## config.mk

```make
export PLATFORM = sky130hd
export DESIGN_NAME = decode_stage
export DESIGN_NICKNAME = d
export VERILOG_FILES = /design/src/rtl/y86_pkg.sv /design/src/rtl/fwd_sel.sv /design/src/rtl/decode_stage.sv
export SDC_FILE = /design/constraint.sdc
export NUM_CORES = 1
export LEC_CHECK = 0
export ABC_AREA = 1
export CAP_MARGIN = 10
export CORE_AREA = 2 2 327 329
export CTS_BUF_LIST = sky130_fd_sc_hd__clkbuf_8
export CTS_CLUSTER_DIAMETER = 30
export DETAILED_ROUTE_END_ITERATION = 10
export DIE_AREA = 0 0 329 331
export PLACE_DENSITY_LB_ADDON = 0.08
export SYNTH_ARGS = -nofsm -noshare
export SYNTH_HDL_FRONTEND = slang
export SYNTH_SLANG_ARGS = --single-unit
```

## constraint.sdc

```tcl
create_clock -name clk_i -period 3.45 [get_ports clk_i]
set_clock_uncertainty 0.2 [all_clocks]
set_input_delay 0.5175 -clock clk_i [delete_from_list [all_inputs] [get_ports clk_i]]
set_output_delay 0.5175 -clock clk_i [all_outputs]
set_load 0.02 [all_outputs]
```

## src/rtl/y86_pkg.sv

```systemverilog
// y86_pkg: shared Y86-64 encodings, register IDs, status codes and E-bundle widths
package y86_pkg;
    localparam int STAT_W  = 3;
    localparam int ICODE_W = 4;
    localparam int REG_W   = 4;

    localparam logic [ICODE_W-1:0] I_HALT   = 4'h0;
    localparam logic [ICODE_W-1:0] I_NOP    = 4'h1;
    localparam logic [ICODE_W-1:0] I_RRMOVQ = 4'h2;
    localparam logic [ICODE_W-1:0] I_IRMOVQ = 4'h3;
    localparam logic [ICODE_W-1:0] I_RMMOVQ = 4'h4;
    localparam logic [ICODE_W-1:0] I_MRMOVQ = 4'h5;
    localparam logic [ICODE_W-1:0] I_OPQ    = 4'h6;
    localparam logic [ICODE_W-1:0] I_JXX    = 4'h7;
    localparam logic [ICODE_W-1:0] I_CALL   = 4'h8;
    localparam logic [ICODE_W-1:0] I_RET    = 4'h9;
    localparam logic [ICODE_W-1:0] I_PUSHQ  = 4'hA;
    localparam logic [ICODE_W-1:0] I_POPQ   = 4'hB;

    localparam logic [REG_W-1:0] RNONE = 4'hf;
    localparam logic [REG_W-1:0] RSP   = 4'h4;

    localparam logic [STAT_W-1:0] S_AOK = 3'd1;
    localparam logic [STAT_W-1:0] S_HLT = 3'd2;
    localparam logic [STAT_W-1:0] S_ADR = 3'd3;
    localparam logic [STAT_W-1:0] S_INS = 3'd4;
endpackage

```

## src/rtl/fwd_sel.sv

```systemverilog
// fwd_sel: priority operand mux choosing valP, the youngest forwarded result, or register-file data
module fwd_sel #(
    parameter int         XLEN  = 64,
    parameter logic [3:0] RNONE = 4'hf
) (
    input  logic            use_valp,
    input  logic [XLEN-1:0] valp,
    input  logic [3:0]      src,
    input  logic [XLEN-1:0] rf_val,
    input  logic [3:0]      e_dstE,
    input  logic [XLEN-1:0] e_valE,
    input  logic [3:0]      M_dstM,
    input  logic [XLEN-1:0] m_valM,
    input  logic [3:0]      M_dstE,
    input  logic [XLEN-1:0] M_valE,
    input  logic [3:0]      W_dstM,
    input  logic [XLEN-1:0] W_valM,
    input  logic [3:0]      W_dstE,
    input  logic [XLEN-1:0] W_valE,
    output logic [XLEN-1:0] val
);
    logic hit;
    assign hit = src != RNONE;
    assign val = use_valp                 ? valp   :
                 !hit                     ? rf_val :
                 src == e_dstE            ? e_valE :
                 src == M_dstM            ? m_valM :
                 src == M_dstE            ? M_valE :
                 src == W_dstM            ? W_valM :
                 src == W_dstE            ? W_valE : rf_val;
endmodule

```

## src/rtl/decode_stage.sv

```systemverilog
// decode_stage: Y86-64 decode with operand forwarding and the decode/execute pipeline register
module decode_stage
    import y86_pkg::*;
#(
    parameter int         XLEN  = 64,
    parameter logic [3:0] RNONE = 4'hf,
    parameter logic [3:0] RSP   = 4'h4
) (
    input  logic               clk_i,
    input  logic               rst_i,
    input  logic [STAT_W-1:0]  D_stat,
    input  logic [ICODE_W-1:0] D_icode,
    input  logic [3:0]         D_ifun,
    input  logic [REG_W-1:0]   D_rA,
    input  logic [REG_W-1:0]   D_rB,
    input  logic [XLEN-1:0]    D_valC,
    input  logic [XLEN-1:0]    D_valP,
    output logic [REG_W-1:0]   srcA,
    output logic [REG_W-1:0]   srcB,
    input  logic [XLEN-1:0]    valA,
    input  logic [XLEN-1:0]    valB,
    input  logic [REG_W-1:0]   e_dstE,
    input  logic [XLEN-1:0]    e_valE,
    input  logic [REG_W-1:0]   M_dstE,
    input  logic [XLEN-1:0]    M_valE,
    input  logic [REG_W-1:0]   M_dstM,
    input  logic [XLEN-1:0]    m_valM,
    input  logic [REG_W-1:0]   W_dstE,
    input  logic [XLEN-1:0]    W_valE,
    input  logic [REG_W-1:0]   W_dstM,
    input  logic [XLEN-1:0]    W_valM,
    input  logic               stall_i,
    input  logic               bubble_i,
    output logic [STAT_W-1:0]  E_stat,
    output logic [ICODE_W-1:0] E_icode,
    output logic [3:0]         E_ifun,
    output logic [XLEN-1:0]    E_valC,
    output logic [XLEN-1:0]    E_valA,
    output logic [XLEN-1:0]    E_valB,
    output logic [REG_W-1:0]   E_dstE,
    output logic [REG_W-1:0]   E_dstM,
    output logic [REG_W-1:0]   E_srcA,
    output logic [REG_W-1:0]   E_srcB,
    output logic               load_use_o
);
    logic [REG_W-1:0] d_dstE, d_dstM;
    logic [XLEN-1:0]  d_valA, d_valB;

    always_comb begin
        srcA   = (D_icode inside {I_RRMOVQ, I_RMMOVQ, I_OPQ, I_PUSHQ}) ? D_rA :
                 (D_icode inside {I_POPQ, I_RET}) ? RSP : RNONE;
        srcB   = (D_icode inside {I_OPQ, I_RMMOVQ, I_MRMOVQ}) ? D_rB :
                 (D_icode inside {I_PUSHQ, I_POPQ, I_CALL, I_RET}) ? RSP : RNONE;
        d_dstE = (D_icode inside {I_RRMOVQ, I_IRMOVQ, I_OPQ}) ? D_rB :
                 (D_icode inside {I_PUSHQ, I_POPQ, I_CALL, I_RET}) ? RSP : RNONE;
        d_dstM = (D_icode inside {I_MRMOVQ, I_POPQ}) ? D_rA : RNONE;
    end

    fwd_sel #(.XLEN(XLEN), .RNONE(RNONE)) u_fwd_a (
        .use_valp(D_icode == I_CALL || D_icode == I_JXX), .valp(D_valP),
        .src(srcA), .rf_val(valA),
        .e_dstE(e_dstE), .e_valE(e_valE), .M_dstM(M_dstM), .m_valM(m_valM),
        .M_dstE(M_dstE), .M_valE(M_valE), .W_dstM(W_dstM), .W_valM(W_valM),
        .W_dstE(W_dstE), .W_valE(W_valE), .val(d_valA)
    );

    fwd_sel #(.XLEN(XLEN), .RNONE(RNONE)) u_fwd_b (
        .use_valp(1'b0), .valp('0),
        .src(srcB), .rf_val(valB),
        .e_dstE(e_dstE), .e_valE(e_valE), .M_dstM(M_dstM), .m_valM(m_valM),
        .M_dstE(M_dstE), .M_valE(M_valE), .W_dstM(W_dstM), .W_valM(W_valM),
        .W_dstE(W_dstE), .W_valE(W_valE), .val(d_valB)
    );

    assign load_use_o = (E_icode == I_MRMOVQ || E_icode == I_POPQ) && E_dstM != RNONE &&
                        (E_dstM == srcA || E_dstM == srcB);

    // stall outranks a requested bubble; reset outranks both
    always_ff @(posedge clk_i) begin
        if (rst_i || (bubble_i && !stall_i)) begin
            E_stat  <= S_AOK;
            E_icode <= I_NOP;
            E_ifun  <= '0;
            E_valC  <= '0;
            E_valA  <= '0;
            E_valB  <= '0;
            E_dstE  <= RNONE;
            E_dstM  <= RNONE;
            E_srcA  <= RNONE;
            E_srcB  <= RNONE;
        end else if (!stall_i) begin
            E_stat  <= D_stat;
            E_icode <= D_icode;
            E_ifun  <= D_ifun;
            E_valC  <= D_valC;
            E_valA  <= d_valA;
            E_valB  <= d_valB;
            E_dstE  <= d_dstE;
            E_dstM  <= d_dstM;
            E_srcA  <= srcA;
            E_srcB  <= srcB;
        end
    end
endmodule

```

# Yosys cells after proc, flatten, opt, wreduce, memory -nomap -nowiden
# Cells that the tools add are included.
word_totals:
  ff_bits: 219
  inputBits: 619
  out_inout_bits: 228
op_classes:
  n_eq_ne: 27
  n_mux: 19
  n_reduce_logical: 14
op_table:
  columns: ["operator", "count"]
  rows:
  - ["$mux 64", 13]
  - ["$eq 4x4->1", 12]
  - ["$mux 4", 6]
  - ["$eq 4x3->1 const B", 5]
  - ["$eq 4x4->1 const B", 5]
  - ["$ne 4x4->1 const B", 3]
  - ["$eq 4x2->1 const B", 2]
  - ["$reduce_bool 4->1", 2]
  - ["$reduce_bool 3->1", 2]
  - ["$logic_or 1x1->1", 4]
  - ["$reduce_bool 2->1", 2]
  - ["$logic_and 1x1->1", 3]
  - ["$logic_not 1->1", 1]

# Logic depth before layout (Yosys ltp)
# Gate-level depths: netlist of run 1.
depth:
  depth_word: 12
  depth_mapped: 19

# Modules after synthesis
# A second synthesis of run 1 with hierarchy kept.
hier_totals:
  cells_unflattened: 3789
  hier_area_um2: 21090.2
modules_own_cells:
  columns: ["module", "instances", "cells_each", "area_each_um2", "seq_area_each_um2"]
  rows:
  - ["fwd_sel", 2, 1379, 6611.3, 0.0]
  - ["decode_stage", 1, 1031, 7867.5, 4384.2]

# Worst setup path before layout of run 1
# No wires, ideal clock.
synth_timing:
  kind: "input to output"
  from: "in D_icode[3]"
  to: "out load_use_o"
  arrival_ns: 2.533
  required_time_ns: 2.732
  path_slack_ns: 0.199
  path_stages: 8
  n_path_buf: 0
  cell_sequence: "inv_2 -> nand2_4 -> nor2_4 -> nand2_2 -> xor2_1 -> a21oi_1 -> o2111ai_1 -> a2111oi_0"
synth_between:
  word_cells_on_any_way: 20
synth_rtl:
  columns: ["item", "line_no", "source"]
  rows:
  - ["start: declaration", "decode_stage.sv:12", "input logic [ICODE_W-1:0] D_icode,"]
  - ["$eq 4x3->1", "decode_stage.sv:52", "srcB = (D_icode inside {I_OPQ, I_RMMOVQ, I_MRMOVQ}) ? D_rB :"]
  - ["$reduce_bool 3->1 *", "decode_stage.sv:52", null]
  - ["$mux 4 *", "decode_stage.sv:52", null]
  - ["named net srcB[2]", "decode_stage.sv:19", "output logic [REG_W-1:0] srcB,"]
  - ["$eq 4x4->1 *", "decode_stage.sv:76", "(E_dstM == srcA || E_dstM == srcB);"]
  - ["$logic_or 1x1->1 *", "decode_stage.sv:76", null]
  - ["$logic_and 1x1->1 *", "decode_stage.sv:75", "assign load_use_o = (E_icode == I_MRMOVQ || E_icode == I_POPQ) && E_dstM != RNONE &&"]
  - ["end: declaration", "decode_stage.sv:44", "output logic load_use_o"]
# The timed path passes the listed nets; every way through them passes the cells marked *.

# Final worst setup path of run 1
layout_timing:
  from: "in D_icode[2]"
  to: "out load_use_o"
layout_between:
  elab_chain_cells: 7
  word_cells_on_any_way: 20
layout_lines:
  columns: ["item", "line_no"]
  rows:
  - ["$eq 4x4->1, on equally long branches", "decode_stage.sv:50, decode_stage.sv:53, decode_stage.sv:51"]
  - ["$reduce_bool 4->1 or $reduce_bool 2->1 (tied branches)", "decode_stage.sv:53, decode_stage.sv:51"]
  - ["$mux 4, on equally long branches", "decode_stage.sv:53, decode_stage.sv:51"]
  - ["$mux 4, on equally long branches", "decode_stage.sv:52, decode_stage.sv:50"]
  - ["$eq 4x4->1", "decode_stage.sv:76"]
  - ["$logic_or 1x1->1 *", "decode_stage.sv:76"]
  - ["$logic_and 1x1->1 *", "decode_stage.sv:75"]
# Mark *: on every way between the ends. The rest lies on a longest branch, timed or not.

==> flow_summary.yaml, run 1 <==
critical_path:
  crit_required_ns: 2.73
  cp_cell_sequence: "clkdlybuf4s50_1 -> inv_2 -> nand2_2 -> nand2_4 -> nand3b_1 -> buf_4 -> xor2_1 -> a21oi_1 -> o2111ai_1 -> a2111oi_2 -> buf_4"
  slowest_stage: "clkdlybuf4s50_1"
  critPathBufInv: 4
  crit_top_cell: "buf_4"
  critPathMaxFanout: 5
  worstSetupStartpointType: "input pin"
  worst-setup-path-type: "input pin to primary output"
  cp_top_family: "buffers and inverters"
  endpoint_kind: "primary output"
  arrival_ns: 2.57
  critPathMaxStageDelay_ns: 0.49
  crit_start: "D_icode[2]"
  reg2reg_from: "E_valC[43]$_SDFFE_PP0N_"
route:
  routed-wl-met2_mm: 63.1
  topRoutingLayerUsed: "met5"
  drcViolationCount: 0
  wl_met1_mm: 54.5
  ant_nets: 0
  vias_per_cell: 4.37
  drtIter0Drc: 1610
  wire_per_inst_um: 22.7
  first_pass_iters: 5
  num_vias: 25700
  routed_wirelength_mm: 133
  dr_wl_met3_mm: 11.0
timing:
  setup_viol: 0
  fin_crit_ns: 3.29
  relSlewSlack_pct: 56.6
  rsz0062_at_grt: "no"
  hold_viol: 0
  timing.fmax_mhz: 304
  post-route-period-util_pct: 95.4
  fin_setup_tns_ns: 0
  slew_viol_final: 0
  whs_ns: 0.0882
  worst_slew_pin_slew_ns: 0.650
yosys:
  synth.yosys.seq_area_share_pct: 22.6
  syn-num-nets: 4167
  ys_ff_latch: 219
  syn_area_um2: 19400
  avgSynthCellArea_um2: 5.46
  synth_warnings: 0
  synth_top_area_share_pct: 22.6
  synthCells: 3548
  yosysUniqueCellTypes: 32
  synth_top_area_cell: "dfxtp_1"
  synthTopCellsByArea: "dfxtp_1 23%, nand2_1 17%, inv_1 14%, nand3_1 12%, o21ai_0 11%"
grt:
  grt_usage_pct: 23.6
  grt_max_degree: 131
  antenna_found_initial: 64
  grt_overflow: 0
  grt_pass1_wl_mm: 186
  grt_pass1_vias: 26000
cts:
  clock_sinks: 219
  cts_root_buffer: "clkbuf_8"
  tritoncts: "done"
  cts.clk_slew.worst_paths_ns: 0.05
  numCtsBuffers: 97
  insertion_delay_ns: 0.76
  cts-htree-levels: 3
  clk_path_buf_depth: 3
  post-cts-setup-buffers: 0
floorplan:
  io_pins: 847
  rows: 119
  die_x_um: 329
  initial_utilization_pct: 18.4
  core_area_um2: 105000
  die_area_um2: 109000
  die_h_um: 331
place:
  dpl.hpwl_mm: 101
  io_buffers: 846
  place.gp.congestion: 0.849
  dpl_cell_area_um2: 30300
outcome:
  status: "completed"
layout:
  finalNetCount: 4983
  drive_above_1_share_pct: 8.89
  utilization_pct: 31.0
  final_cell_area_um2: 32500
  syn2layout_area_growth_pct: 68.0
pwr:
  p_total_mw: 12.7
  ir_worst_vdd_mv: 0.333
  p_leak_nw: 15.4
  seq_power_share_pct: 22.2
  p_sw_share_pct: 36.4
  pwr-share-comb_pct: 34.1
  internal-power_mw: 8.07
  p_sw_mw: 4.62
  p_clk_share_pct: 43.7
  p_per_area_nw_per_um2: 390
min_path:
  hold_start: "D_ifun[0]"
  worstHoldPathType: "input pin to register"
job:
  cap_viol_max_count: 0
==> cells by family after synthesis <==
group	synth area share, %
and+or+nand+nor	32.8
DFF	22.6
buffers and inverters	20.9
AOI/OAI and AO/OA	22.5
xor gates and xnor gates	1.18
==> power by group through the flow <==
stage	Combinational (mW)	Clock, mW	Sequential, mW
3_5_place_dp	4.36	0	2.86
6_report	4.33	5.54	2.82
3_3_place_gp	4.37	0	2.86
2_1_floorplan	1.88	0	3.05
4_1_cts	4.39	5.72	2.82
5_1_grt	4.78	5.87	2.84
==> sequential cells by signal, summed over array words and instances (netlist names) <==
name and count:
E_dstE 4, E_ifun 4, E_srcA 4, E_srcB 4
E_valC 64, E_dstM 4, E_valA 64, E_valB 64
E_stat 3, E_icode 4
==> cells in the final DEF (no fill, tap or decap), types with 2 or more instances in the layout <==
cell / Yosys / layout
a21oi_1: 230 / 229
buf_12: 0 / 67
buf_4: 17 / 65
bufinv_16: 0 / 5
clkbuf_8: 0 / 118
clkdlybuf4s50_1: 0 / 844
clkinv_2: 0 / 19
clkinv_8: 0 / 2
clkinvlp_4: 0 / 5
dfxtp_1: 219 / 219
diode_2: 0 / 35
dlygate4sd3_1: 0 / 3
inv_1: 731 / 759
inv_12: 0 / 4
inv_2: 11 / 8
inv_8: 0 / 2
nand2_1: 900 / 896
nand2_2: 8 / 5
nand2_4: 5 / 12
nand3_1: 456 / 453
nand3_2: 4 / 4
nand3_4: 0 / 3
nand4_1: 3 / 3
nor2_1: 15 / 14
nor2_4: 1 / 5
nor3_1: 4 / 4
o2111ai_1: 3 / 2
o211ai_1: 67 / 67
o21ai_0: 429 / 429
o21ai_1: 99 / 99
or2_2: 64 / 64
xor2_1: 26 / 26
==> synthesized netlist by cell type <==
master and number:
or2_2 64, buf_6 13, nand2_1 900, nand4_1 3
buf_2 81, nor2_2 3, clkbuf_1 135, o211ai_1 67
o21ai_1 99, o21ai_0 429, clkbuf_2 7, buf_4 17
o2111ai_1 3, dfxtp_1 219, xor2_1 26, nand3_2 4
nand3b_1 1, nor3_2 1, nor2_1 15, a21oi_1 230
nand3_1 456, a2111oi_0 1, inv_1 731, inv_2 11
nor2_4 1, a211oi_1 1, inv_4 1, nor3_1 4
buf_1 10, nand2_2 8, a31oi_1 2, nand2_4 5
==> worst register-to-register path: stages, from the launching register on <==
cell	delay, ns
dfxtp_1	0.46
nand2_1	0.08
a21oi_1	0.16
==> final timing paths <==
path              cells past startpoint  slack [ns]                      end
hold / removal                        3        0.09   E_ifun[0]$_SDFFE_PP0N_
setup reg to reg                      2        2.48  E_valC[43]$_SDFFE_PP0N_
hold reg to reg                       2        0.26   E_valC[5]$_SDFFE_PP0N_
setup / recovery                     11        0.16               load_use_o
==> layout make-up <==
| cell class | count | area, um^2 |
|---|---|---|
| fillers | 11900 | 72400 |
| multi-input cells | 2323 | 11100 |
| repair buffers | 980 | 10300 |
| flip-flops and latches | 219 | 4380 |
| inverters | 743 | 2800 |
| well taps | 1391 | 1740 |
| clock buffers | 118 | 1620 |
| clock inverters | 62 | 485 |
| diodes | 35 | 87.6 |
==> layer usage <==
layer,GRT usage (%),up-vias
li1,-,12900
met1,27.8,11700
met2,39.4,871
met3,7.53,235
met4,9.86,52
met5,0,-
==> what timing repair did <==
item,CTS,global route
hold buffers,3,0
resized for setup,0,3
endpoints found under the setup margin,0,1
hold endpoints to repair,7,0
==> stage by stage <==
step | setup WS (ns) | cells
6_report | 0.159 | 5871
5_1_grt | 0.0113 | 5861
4_1_cts | 0.00845 | 5836
3_5_place_dp | -0.0505 | 5653
3_3_place_gp | -0.0403 | 5653
2_1_floorplan | 0.199 | 3548
(Power assumes the default switching activity.)
==> run 2, diff against run 1 <==
--- a/config.mk
+++ b/config.mk
@@ -7,12 +7,13 @@
 export LEC_CHECK = 0
 export ABC_AREA = 1
 export CAP_MARGIN = 10
-export CORE_AREA = 2 2 327 329
+export CORE_AREA = 2 2 331 333
 export CTS_BUF_LIST = sky130_fd_sc_hd__clkbuf_8
 export CTS_CLUSTER_DIAMETER = 30
 export DETAILED_ROUTE_END_ITERATION = 10
-export DIE_AREA = 0 0 329 331
+export DIE_AREA = 0 0 333 335
 export PLACE_DENSITY_LB_ADDON = 0.08
 export SYNTH_ARGS = -nofsm -noshare
 export SYNTH_HDL_FRONTEND = slang
+export SYNTH_HIERARCHICAL = 1
 export SYNTH_SLANG_ARGS = --single-unit
==> constraint.sdc (replaced) <==
create_clock -name clk_i -period 4.1 [get_ports clk_i]
set_clock_uncertainty 0.2 [all_clocks]
set_input_delay 0.615 -clock clk_i [delete_from_list [all_inputs] [get_ports clk_i]]
set_output_delay 0.615 -clock clk_i [all_outputs]
set_load 0.02 [all_outputs]
==> flow_summary.yaml, run 2 <==
grt:
  grt_pass1_vias: 26300
  grt_usage_pct: 23.7
  grt_max_degree: 125
  grt_overflow: 0
  met2_usage_pct: 41.4
  antenna_found_initial: 53
  met3_usage_pct: 6.78
  grt_pass1_wl_mm: 194
  use_met1_pct: 28.1
  busiest_layer: "met2"
layout:
  finalNetCount: 5200
  mostFrequentLayoutCells: "1,359 x nand2_1, 845 x clkdlybuf4s50_1, 527 x nand3_1"
  drive_above_1_share_pct: 6.20
  reg.largest.list: "E_valA x64, E_valB x64, E_valC x64"
  syn2layout_area_growth_pct: 54.6
  final_cell_area_um2: 32600
  utilization_pct: 30.2
  final_common_cell: "nand2_1"
yosys:
  ys_top_cells_by_count: "1,362 x nand2_1, 527 x nand3_1, 400 x inv_1"
  avgSynthCellArea_um2: 5.57
  syn_area_um2: 21100
  synth-main-ff-cell: "dfxtp_1"
  async_flop_share_pct: 0
  yosysMostFrequentCell: "nand2_1"
  synth_edf_count: 0
  synth_top_area_cell: "nand2_1"
  yosysUniqueCellTypes: 35
  synth.yosys.seq_area_share_pct: 20.8
  synth_top_area_share_pct: 24.2
  synth_warnings: 6
  synthTopCellsByArea: "nand2_1 24%, dfxtp_1 21%, nand3_1 13%, inv_1 7.1%, o21ai_0 5.9%"
  ys_ff_latch: 219
  synthCells: 3789
route:
  vias_per_cell: 4.48
  drcViolationCount: 0
  first_pass_iters: 5
  num_vias: 27300
  routed_wirelength_mm: 138
  drtIter0Drc: 1950
  wire_per_inst_um: 22.7
  ant_nets: 0
pwr:
  pwr-share-comb_pct: 36.4
  p_sw_mw: 4.07
  p_leak_nw: 14.6
  seq_power_share_pct: 21.6
  ir_worst_vdd_mv: 0.349
  p_sw_share_pct: 37.2
  p_total_mw: 10.9
  internal-power_mw: 6.86
  p_per_area_nw_per_um2: 335
  p_clk_share_pct: 42.0
timing:
  slew_viol_final: 0
  relSlewSlack_pct: 27.5
  fin_ws_ns: 0.209
  fin_crit_ns: 3.89
  hold_viol: 0
  worst_slew_pin_slew_ns: 1.09
  setup_viol: 0
  rsz0062_at_grt: "no"
  post-route-period-util_pct: 94.9
  timing.fmax_mhz: 257
  fin_setup_tns_ns: 0
critical_path:
  r2r_slack_ns: 3.07
  crit_start: "D_icode[1]"
  critPathMaxStageDelay_ns: 0.63
  slowest_stage: "clkdlybuf4s50_1"
  endpoint_kind: "primary output"
  r2r_end: "E_valA[11]$_SDFFE_PP0N_"
  crit_required_ns: 3.28
  arrival_ns: 3.08
  worstSetupStartpointType: "input pin"
  worst-setup-path-type: "input pin to primary output"
  cp_cell_sequence: "clkdlybuf4s50_1 -> nand2_1 -> inv_1 -> nor2_2 -> nand2_1 -> buf_4 -> nand2_1 -> nand2_1 -> a21oi_1 -> nand2_1 -> a21oi_1 -> clkdlybuf4s50_1"
  critPathMaxFanout: 6
  rr_worst_depth: 2
  reg2reg_from: "E_valA[11]$_SDFFE_PP0N_"
  critPathBufInv: 4
  cp_top_family: "buffers and inverters"
  crit_top_cell: "nand2_1"
floorplan:
  die_x_um: 333
  die_area_um2: 112000
  die_h_um: 335
  io_pins: 847
  core_area_um2: 108000
  rows: 121
  initial_utilization_pct: 19.5
place:
  io_buffers: 846
  place.gp.congestion: 0.857
  dpl.hpwl_mm: 101
  dpl_cell_area_um2: 30500
  dp_slack_ns: 0.0938
cts:
  insertion_delay_ns: 0.72
  clk_path_buf_depth: 3
  cts-htree-levels: 3
  cts_root_buffer: "clkbuf_8"
  cts.clk_slew.worst_paths_ns: 0.05
  hold_buffers: 0
  clock_sinks: 219
  numCtsBuffers: 89
  tritoncts: "done"
min_path:
  hold_start: "stall_i"
  min_to: "E_icode[1]$_SDFFE_PP0N_"
  holdPathStages: 3
  worstHoldPathType: "input pin to register"
job:
  cap_viol_max_count: 0
outcome:
  status: "completed"
## run 2: power groups by stage
stage	logic (mW)	registers, mW	clock network (mW)
final	3.98	2.36	4.59
after global routing	4.36	2.38	4.83
after CTS	3.99	2.36	4.76
after detailed placement	3.97	2.40	0
after global placement	3.99	2.40	0
after floorplan	2.04	2.55	0
## run 2: what timing repair did
item                       in CTS  in global routing
resized for setup               0                  1
setup endpoints to repair       0                  1
buffers inserted                0                  0
## run 2: tightest hold or removal path, delay by kind of cell
family	cells	cell delay, ns
AO/OA/AOI/OAI	1	0.06
AND/OR/NAND/NOR	1	0.13
buffers and inverters	1	0.28
## run 2: layout make-up
cell class | count | area (um^2)
tap | 1414 | 1770
clock buffer | 106 | 1460
clock inverter | 51 | 543
antenna | 27 | 67.6
fill | 12300 | 75500
sequential | 219 | 4380
multi-input combinational | 2912 | 13100
inverter | 426 | 1630
timing repair buffer | 933 | 9680
## run 2: logic make-up after synthesis
family | after synthesis | synth area share (%)
other | 1 | 0.0178
xor gates and xnor gates | 32 | 1.33
DFF | 219 | 20.8
and+or+nand+nor | 2322 | 47.4
AOI/OAI and AO/OA | 492 | 11.8
buffers and inverters | 723 | 18.7
## run 2: how the worst max path moves through the flow
stage | end | depth (start not counted)
2_1_floorplan | E_valA[53]$_SDFFE_PP0N_ | 18
3_3_place_gp | E_valA[58]$_SDFFE_PP0N_ | 18
3_5_place_dp | E_valA[58]$_SDFFE_PP0N_ | 19
4_1_cts | load_use_o | 10
5_1_grt | load_use_o | 12
6_report | load_use_o | 12
## run 2: routing by layer
metal / routed length, um / part of all wire [%]
met4: 3470 / 2.5
met1: 55700 / 40
met2: 67600 / 49
met5: 307 / 0.22
met3: 11400 / 8.2
## run 2: metrics by stage
| step | hold WS, ns | std cells |
|---|---|---|
| floorplan | 0.344 | 3854 |
| global placement | 0.247 | 5904 |
| detailed placement | 0.247 | 5904 |
| CTS | 0.130 | 6061 |
| global route | 0.181 | 6079 |
| finish | 0.221 | 6088 |
==> run 3, diff against run 2 <==
--- a/config.mk
+++ b/config.mk
@@ -7,11 +7,11 @@
 export LEC_CHECK = 0
 export ABC_AREA = 1
 export CAP_MARGIN = 10
-export CORE_AREA = 2 2 331 333
+export CORE_AREA = 2 2 327 329
 export CTS_BUF_LIST = sky130_fd_sc_hd__clkbuf_8
 export CTS_CLUSTER_DIAMETER = 30
 export DETAILED_ROUTE_END_ITERATION = 10
-export DIE_AREA = 0 0 333 335
+export DIE_AREA = 0 0 329 331
 export PLACE_DENSITY_LB_ADDON = 0.08
 export SYNTH_ARGS = -nofsm -noshare
 export SYNTH_HDL_FRONTEND = slang
==> flow_summary.yaml, run 3 (same netlist as run 2, synthesis figures left out) <==
critical_path:
  crit_required_ns: 3.28
  critPathBufInv: 4
  cp_top_family: "buffers and inverters"
  rr_worst_depth: 2
  r2r_slack_ns: 3.10
  arrival_ns: 3.06
  endpoint_kind: "primary output"
  worstSetupStartpointType: "input pin"
  critPathMaxStageDelay_ns: 0.65
  slowest_stage: "clkdlybuf4s50_1"
  critPathMaxFanout: 6
  cp_cell_sequence: "clkdlybuf4s50_1 -> inv_2 -> nor2_2 -> nand2_1 -> nand2_4 -> nand2_2 -> buf_4 -> nand2_1 -> nand2_1 -> nor2_1 -> nand2_1 -> a21oi_1 -> clkdlybuf4s50_1"
  crit_top_cell: "nand2_1"
  worst-path-stages: 13
  worst-setup-path-type: "input pin to primary output"
pwr:
  ir_worst_vdd_mv: 0.302
  p_per_area_nw_per_um2: 338
  p_leak_nw: 14.8
floorplan:
  die_x_um: 329
  core_area_um2: 105000
  rows: 119
  initial_utilization_pct: 20.1
  die_area_um2: 109000
  die_h_um: 331
  io_pins: 847
place:
  io_buffers: 846
  dp_slack_ns: -0.0813
  place.gp.congestion: 0.839
  dpl_cell_area_um2: 30700
  dpl.hpwl_mm: 98.0
cts:
  post-cts-setup-buffers: 0
  cts.clk_slew.worst_paths_ns: 0.04
  cts_root_buffer: "clkbuf_8"
  tritoncts: "done"
  clk_path_buf_depth: 3
  cts_resized: 0
  insertion_delay_ns: 0.72
  numCtsBuffers: 92
  hold_buffers: 0
  cts-htree-levels: 3
  clock_sinks: 219
min_path:
  holdPathStages: 3
  worstHoldPathType: "input pin to register"
timing:
  fin_crit_ns: 3.87
  worst_slew_pin_slew_ns: 0.853
  hold_viol: 0
  post-route-period-util_pct: 94.5
  relSlewSlack_pct: 43.1
  setup_viol: 0
  fin_ws_ns: 0.226
  slew_viol_final: 0
  timing.fmax_mhz: 258
  rsz0062_at_grt: "no"
  whs_ns: 0.207
grt:
  grt_pass1_wl_mm: 192
  grt_max_degree: 133
  grt_usage_pct: 24.0
  grt_pass1_vias: 26900
  grt_overflow: 0
  antenna_found_initial: 57
layout:
  final_common_cell: "nand2_1"
  final_cell_area_um2: 32800
  reg.largest.list: "E_valA x64, E_valB x64, E_valC x64"
  syn2layout_area_growth_pct: 55.6
  mostFrequentLayoutCells: "1,360 x nand2_1, 845 x clkdlybuf4s50_1, 527 x nand3_1"
  finalNetCount: 5209
  utilization_pct: 31.3
  drive_above_1_share_pct: 6.37
route:
  routed_wirelength_mm: 136
  wire_per_inst_um: 22.4
  first_pass_iters: 5
  drtIter0Drc: 1839
  num_vias: 27500
  ant_nets: 0
  drcViolationCount: 0
  vias_per_cell: 4.52
job:
  cap_viol_max_count: 0
outcome:
  status: "completed"
run 3: cell types whose count changed in the layout (fill, tap and decap cells not counted), moves of 2 or more:
cell	previous run	this run
buf_12	44	53
diode_2	27	33
inv_1	416	420
buf_4	43	40
clkbuf_8	107	109
clkinv_8	2	0
run 3: tightest hold or removal path, stage by stage:
cell,delay [ns]
clkbuf_8,0.27
nand2_1,0.13
a21oi_1,0.05
run 3: area by class of cell:
cell class / count / area, um^2
tap: 1391 / 1740
timing repair buffer: 939 / 9830
clock inverter: 57 / 593
fill: 12000 / 72200
sequential: 219 / 4380
antenna: 33 / 82.6
multi-input combinational: 2912 / 13100
inverter: 426 / 1630
clock buffer: 108 / 1490
run 3: layer usage:
layer	vias up	track usage [%]	wire length [um]
li1	13500	-	-
met1	12700	29.2	56800
met2	1004	40.3	64600
met3	224	7.07	10900
met4	42	8.06	3810
met5	-	0	271
run 3: report_power, final:
group	switching, mW	total, mW	internal (mW)
clock	1.67	4.75	3.08
combinational	2.33	3.98	1.64
sequential	0.0832	2.36	2.28
run 3: final timing paths:
check,start,end
setup reg to reg,E_dstM[1]$_SDFFE_PP1N_,E_dstM[1]$_SDFFE_PP1N_
hold / removal,stall_i,E_valC[35]$_SDFFE_PP0N_
setup / recovery,D_icode[2],load_use_o
hold reg to reg,E_dstE[2]$_SDFFE_PP1N_,E_dstE[2]$_SDFFE_PP1N_
run 3: stage by stage:
step                      power [mW]  instances  TNS, ns
after floorplan                 4.59       3854        0
after global placement          6.37       5887   -0.570
after detailed placement        6.37       5887   -0.653
after CTS                       11.3       6052        0
after global routing            11.8       6078        0
final                           11.1       6085        0
